File: config.mk
export PLATFORM = sky130hd
export DESIGN_NAME = mem_arbiter
export DESIGN_NICKNAME = d
export VERILOG_FILES = /design/src/rtl/mem_arb_pkg.sv /design/src/rtl/mem_arb_wait_cnt.sv /design/src/rtl/mem_arbiter.sv
export SDC_FILE = /design/constraint.sdc
export NUM_CORES = 1
export LEC_CHECK = 0
export BUFFER_PORTS_ARGS = -buffer_cell sky130_fd_sc_hd__buf_2
export CAP_MARGIN = 20
export CORE_AREA = 2 2 103 105
export CTS_CLUSTER_DIAMETER = 100
export DETAILED_ROUTE_END_ITERATION = 8
export DIE_AREA = 0 0 105 107
export PLACE_DENSITY = 0.82
export SLEW_MARGIN = 20
export SYNTH_ARGS = -nofsm -noshare
export SYNTH_HDL_FRONTEND = slang
export SYNTH_SLANG_ARGS = --single-unit
File: constraint.sdc
create_clock -name clk -period 2.96 [get_ports clk]
set_input_delay 0.148 -clock clk [delete_from_list [all_inputs] [get_ports clk]]
set_output_delay 0.148 -clock clk [all_outputs]
set_load 0.1 [all_outputs]
File: src/rtl/mem_arb_pkg.sv
`default_nettype none
// ============================================================================
//  Module      : mem_arb_pkg
//  Description : Shared types and constants for the instruction/data memory
//                arbiter: FSM state encoding and the default ROM/RAM split.
//  Revision    : 1.0  initial release
// ============================================================================
package mem_arb_pkg;

    // Arbiter FSM states: idle, fetch access, data access, response
    typedef enum logic [1:0] {
        IDLE   = 2'd0,
        IF_ACC = 2'd1,
        D_ACC  = 2'd2,
        RESP   = 2'd3
    } state_t;

    // Addresses below this boundary are ROM, at or above it are RAM
    localparam logic [31:0] C_ROM_LIMIT_DEFAULT = 32'h1000_0000;

endpackage
`default_nettype wire

File: src/rtl/mem_arb_wait_cnt.sv
`default_nettype none
// ============================================================================
//  Module      : mem_arb_wait_cnt
//  Description : Fairness counter for the memory arbiter. Counts consecutive
//                arbitrations lost by instruction fetch, saturating at
//                MAX_WAIT, and clears whenever fetch is granted.
//  Revision    : 1.0  initial release
// ============================================================================
module mem_arb_wait_cnt #(
    parameter int MAX_WAIT = 4
) (
    input  logic clk,
    input  logic reset,
    input  logic lose_i,     // fetch lost an arbitration this cycle
    input  logic grant_i,    // fetch was granted this cycle
    output logic at_max_o    // count has reached MAX_WAIT
);

    // A zero MAX_WAIT still needs a one-bit counter
    localparam int CNT_W = (MAX_WAIT < 1) ? 1 : $clog2(MAX_WAIT + 1);
    localparam logic [CNT_W-1:0] c_max = CNT_W'(MAX_WAIT);

    logic [CNT_W-1:0] r_count;

    // Saturating count of lost arbitrations, cleared on a fetch grant
    always_ff @(posedge clk) begin
        if (reset) begin
            r_count <= '0;
        end else if (grant_i) begin
            r_count <= '0;
        end else if (lose_i && (r_count != c_max)) begin
            r_count <= r_count + 1'b1;
        end
    end

    assign at_max_o = (r_count == c_max);

endmodule
`default_nettype wire

File: src/rtl/mem_arbiter.sv
`default_nettype none
// ============================================================================
//  Module      : mem_arbiter
//  Description : Two-port (instruction fetch / data) arbiter onto one shared
//                memory. Data normally wins; fetch wins once it has lost
//                MAX_WAIT consecutive arbitrations. Each access takes three
//                cycles: IDLE (grant) -> *_ACC (address out) -> RESP (ready).
//                Optional ROM write protection: define MEM_ARB_ROM_WP_EN to
//                suppress stores below ROM_LIMIT and flag them on err_o.
//  Revision    : 1.0  initial release
// ============================================================================
module mem_arbiter
    import mem_arb_pkg::*;
#(
    parameter int                    DATA_WIDTH = 32,
    parameter logic [DATA_WIDTH-1:0] ROM_LIMIT  = DATA_WIDTH'(C_ROM_LIMIT_DEFAULT),
    parameter int                    MAX_WAIT   = 4
) (
    input  logic                  clk,
    input  logic                  reset,
    input  logic                  if_req_i,
    input  logic [DATA_WIDTH-1:0] if_addr_i,
    output logic                  if_ready_o,
    output logic [DATA_WIDTH-1:0] if_rdata_o,
    input  logic                  d_req_i,
    input  logic                  d_we_i,
    input  logic [DATA_WIDTH-1:0] d_addr_i,
    input  logic [DATA_WIDTH-1:0] d_wdata_i,
    output logic                  d_ready_o,
    output logic [DATA_WIDTH-1:0] d_rdata_o,
    output logic                  mem_we_o,
    output logic [DATA_WIDTH-1:0] mem_addr_o,
    output logic [DATA_WIDTH-1:0] mem_wdata_o,
    input  logic [DATA_WIDTH-1:0] mem_rdata_i,
    output logic                  err_o
);

`ifdef MEM_ARB_ROM_WP_EN
    localparam logic c_wp_en = 1'b1;
`else
    localparam logic c_wp_en = 1'b0;
`endif

    state_t                r_state;
    logic                  r_if_ready;
    logic                  r_d_ready;
    logic                  r_err;
    logic                  r_blocked;     // store in flight was suppressed
    logic                  r_mem_we;
    logic [DATA_WIDTH-1:0] r_mem_addr;
    logic [DATA_WIDTH-1:0] r_mem_wdata;
    logic [DATA_WIDTH-1:0] r_if_rdata;
    logic [DATA_WIDTH-1:0] r_d_rdata;

    logic                  w_at_max;
    logic                  w_idle;
    logic                  w_pick_if;
    logic                  w_pick_d;
    logic                  w_block;

    assign w_idle    = (r_state == IDLE);
    // Fetch wins when alone, or when it has been starved long enough
    assign w_pick_if = if_req_i & (~d_req_i | w_at_max);
    assign w_pick_d  = d_req_i & ~w_pick_if;
    // Store into ROM space, only meaningful with write protection enabled
    assign w_block   = c_wp_en & d_we_i & (d_addr_i < ROM_LIMIT);

    mem_arb_wait_cnt #(
        .MAX_WAIT (MAX_WAIT)
    ) u_wait_cnt (
        .clk      (clk),
        .reset    (reset),
        .lose_i   (w_idle & if_req_i & w_pick_d),
        .grant_i  (w_idle & w_pick_if),
        .at_max_o (w_at_max)
    );

    // Arbitration FSM; all outputs are registered and default to idle values
    always_ff @(posedge clk) begin
        if (reset) begin
            r_state     <= IDLE;
            r_if_ready  <= 1'b0;
            r_d_ready   <= 1'b0;
            r_err       <= 1'b0;
            r_blocked   <= 1'b0;
            r_mem_we    <= 1'b0;
            r_mem_addr  <= '0;
            r_mem_wdata <= '0;
            r_if_rdata  <= '0;
            r_d_rdata   <= '0;
        end else begin
            r_if_ready  <= 1'b0;
            r_d_ready   <= 1'b0;
            r_err       <= 1'b0;
            r_mem_we    <= 1'b0;
            r_mem_addr  <= '0;
            r_mem_wdata <= '0;
            case (r_state)
                IDLE: begin
                    // Request fields are captured here so later changes on the
                    // request ports cannot disturb the access in flight
                    if (w_pick_if) begin
                        r_state    <= IF_ACC;
                        r_mem_addr <= if_addr_i;
                    end else if (w_pick_d) begin
                        r_state     <= D_ACC;
                        r_mem_addr  <= d_addr_i;
                        r_mem_wdata <= d_wdata_i;
                        r_mem_we    <= d_we_i & ~w_block;
                        r_blocked   <= w_block;
                    end
                end
                IF_ACC: begin
                    r_if_rdata <= mem_rdata_i;
                    r_if_ready <= 1'b1;
                    r_state    <= RESP;
                end
                D_ACC: begin
                    // Read data is captured for stores too; the requester ignores it
                    r_d_rdata <= mem_rdata_i;
                    r_d_ready <= 1'b1;
                    r_err     <= r_blocked;
                    r_blocked <= 1'b0;
                    r_state   <= RESP;
                end
                RESP: begin
                    r_state <= IDLE;
                end
                default: begin
                    r_state <= IDLE;
                end
            endcase
        end
    end

    assign if_ready_o  = r_if_ready;
    assign if_rdata_o  = r_if_rdata;
    assign d_ready_o   = r_d_ready;
    assign d_rdata_o   = r_d_rdata;
    assign mem_we_o    = r_mem_we;
    assign mem_addr_o  = r_mem_addr;
    assign mem_wdata_o = r_mem_wdata;
    assign err_o       = r_err;

endmodule
`default_nettype wire

==> flow_summary_export.csv <==
group,metric,value,unit
outcome,status,"completed",
sta,skew,0.007558,ns
cells_and_area,fin_area,7840,µm²
placed_design,placed_area,5937,µm²
clock_network,numCtsBuffers,17,
worst_hold_path,holdCritPathClass,"in -> reg",
synth,netlist.top_cell.by_area,"dfxtp_1",
power_and_ir_drop,p_per_area,953.5,nW/µm²
critical_path,worstPathMaxFanout,17,
sta,worstMarginPinSlew,0.7255,ns
sta,setup_violations,0,
grt,grt.total_usage,29.05,%
critical_path,crit_type,"reg -> reg",
grt,grt_pass1_wl,25030,µm
drt,avgViaCountPerCell,4.856,
synth,ys_seq_area_share,60.13,%
placed_design,pre_cts_ws,0.8777,ns
critical_path,cp-start-kind,"register",
critical_path,required,3.41,ns
cells_and_area,syn_to_final_growth,73.14,%
placed_design,numPortBuffers,263,
drt,ant_nets,0,
floorplanning,start_util,44.87,%
synth,synth_seq_cells,136,
placed_design,globalplace.congestion,0.7429,
floorplanning,die_x,105,µm
grt,grt_pass1_vias,4912,
clock_network,cts_tree,"done",
synth,syn-num-nets,541,
sta,fin_ws,0.3730,ns
synth,avgSynthCellArea,11.26,µm²
synth,synth_cell_types,29,
synth,yosys-top-cells-area,"dfxtp_1 (60%), mux2i_1 (14%), a22o_1 (5.8%)",
cells_and_area,fin_nets,935,
synth,synth_top_area_share,60.13,%
synth,synthesis.yosys.warnings,0,
sta,rsz0062_at_grt,"no",
clock_network,htreeDepth,4,
floorplanning,num_io_pins,265,
placed_design,placed_cells,780,
sta,setup_tns,0,ns
run,max-cap-violations,0,
cells_and_area,drive_above_1_share,37.87,%
drt,num_vias,4594,
cells_and_area,layout_common_cells,"buf_2 (263), dfxtp_1 (136), dlygate4sd3_1 (133)",
floorplanning,dieArea,11240,µm²
clock_network,cts.sinks,136,
clock_network,clk_latency,0.51,ns
synth,syn_inst,402,
drt,drt-total-wl,16500,µm
grt,grt_max_degree,72,
clock_network,cts_root_buf,"clkbuf_8",
drt,wire_per_inst,17.44,µm
clock_network,clk_path_buf_depth,2,
floorplanning,num_rows,37,
floorplanning,chipHeight,107,µm
placed_design,dpl.hpwl,8814,µm
grt,antenna_found_initial,2,
sta,max_slew_margin,51.64,%
grt,gr-total-overflow,0,
floorplanning,core-area,10090,µm²
sta,hold_viol,0,
power_and_ir_drop,ir_worst_vdd,579.1,µV
sta,period_needed,2.587,ns
critical_path,arrival,3.04,ns
sta,whs,0.08321,ns
clock_network,cts.clk_slew.worst_paths,0.06,ns
cells_and_area,final_common_cell,"buf_2",
sta,fmax,386.6,MHz
synth,syn-cell-area,4528,µm²
drt,firstDrtPassIters,6,
sta,slew_viol_final,0,
cells_and_area,fin_cells,946,
sta,fin_crit_sh,87.40,%
drt,drc,0,
power_and_ir_drop,power_leakage,3.873,nW
drt,drtIter0Drc,241,
critical_path,cp-end-kind,"register",
critical_path,rrSetupSlack,0.37,ns
==> per-layer routing <==
metal / share of wire [%] / global-route usage (%) / vias to the layer above
li1: - / - / 2140
met1: 35 / 27.93 / 2204
met2: 55 / 55.52 / 194
met3: 5.4 / 7.660 / 56
met4: 4.5 / 16.76 / 0
met5: 0 / 0 / -
==> cell type report <==
class	instances	area, µm²
diodes	2	5.005
clock buffers	19	431.7
clock inverters	12	128.9
fillers	609	2252
inverters	5	18.77
multi-input cells	234	1670
flip-flops and latches	136	2723
well taps	136	170.2
repair buffers	402	2693
==> kinds of logic after synthesis <==
| group | count (synthesis) | synth area share [%] |
|---|---|---|
| AOI/OAI and AO/OA | 43 | 8.151 |
| adders and majority gates | 6 | 1.658 |
| buffers and inverters | 32 | 3.344 |
| DFF | 136 | 60.13 |
| muxes | 64 | 14.15 |
| other | 1 | 0.08282 |
| and+or+nand+nor | 120 | 12.49 |
==> power breakdown <==
part	leakage, nW	internal (mW)	total (mW)	switching (mW)
clock	0.269	1.21	2.00	0.788
combinational	2.49	0.746	3.24	2.50
sequential	1.11	2.10	2.23	0.130
total	3.87	4.06	7.48	3.41
==> cells in the mapped netlist <==
master,count
nand2b_1,2
a21bo_2,1
a311oi_4,1
buf_4,4
o21ai_0,1
nor2b_1,2
dfxtp_1,136
a21oi_1,5
conb_1,1
nor3_1,2
inv_1,5
nand3_1,3
and2_1,33
clkbuf_1,10
nor3b_1,1
nand2_1,6
a21o_1,2
clkbuf_2,3
nor2_1,67
a21boi_0,1
mux2i_1,64
or3_1,2
a31o_2,1
a311oi_1,1
ha_1,6
or3b_2,1
a22o_1,30
nand4_1,1
buf_2,10
==> sequential cells by signal, summed over array words and instances, names as in the netlist <==
name and count:
r_state 2, mem_wdata_o 32, u_wait_cnt.r_count 3, d_ready_o 1
mem_addr_o 32, d_rdata_o 32, mem_we_o 1, if_rdata_o 32
if_ready_o 1
==> worst paths after layout <==
| path | endpoint | from | cells past startpoint |
|---|---|---|---|
| worst max-delay path | mem_addr_o[19] | r_state[1] | 7 |
| worst min-delay path | u_wait_cnt.r_count[2] | d_req_i | 4 |
| worst max register to register | mem_addr_o[19] | r_state[1] | 7 |
| worst min register to register | if_rdata_o[9] | if_rdata_o[9] | 2 |
==> per-stage QoR <==
stage	util (%)	power [mW]
finish	77.68	7.476
global route	77.68	7.721
CTS	77.57	7.427
detailed placement	58.83	5.262
global placement	58.83	5.202
floorplan	-	4.769
==> worst max-delay path: stages (launching register included) <==
cell	delay, ns
dfxtp_1	0.32
inv_1	0.13
ha_1	0.24
nand2_1	0.19
nor3_4	0.57
buf_4	0.33
a22o_1	0.18
dlygate4sd3_1	0.57
==> repair_timing <==
action                                  in CTS  in global routing
hold buffers                               133                  0
endpoints found under the hold margin      131                  0
endpoints found under the setup margin       0                  1
gates resized for setup                      0                  1
setup buffers                                0                  0
Note: power is estimated with default switching activity, not from simulation.
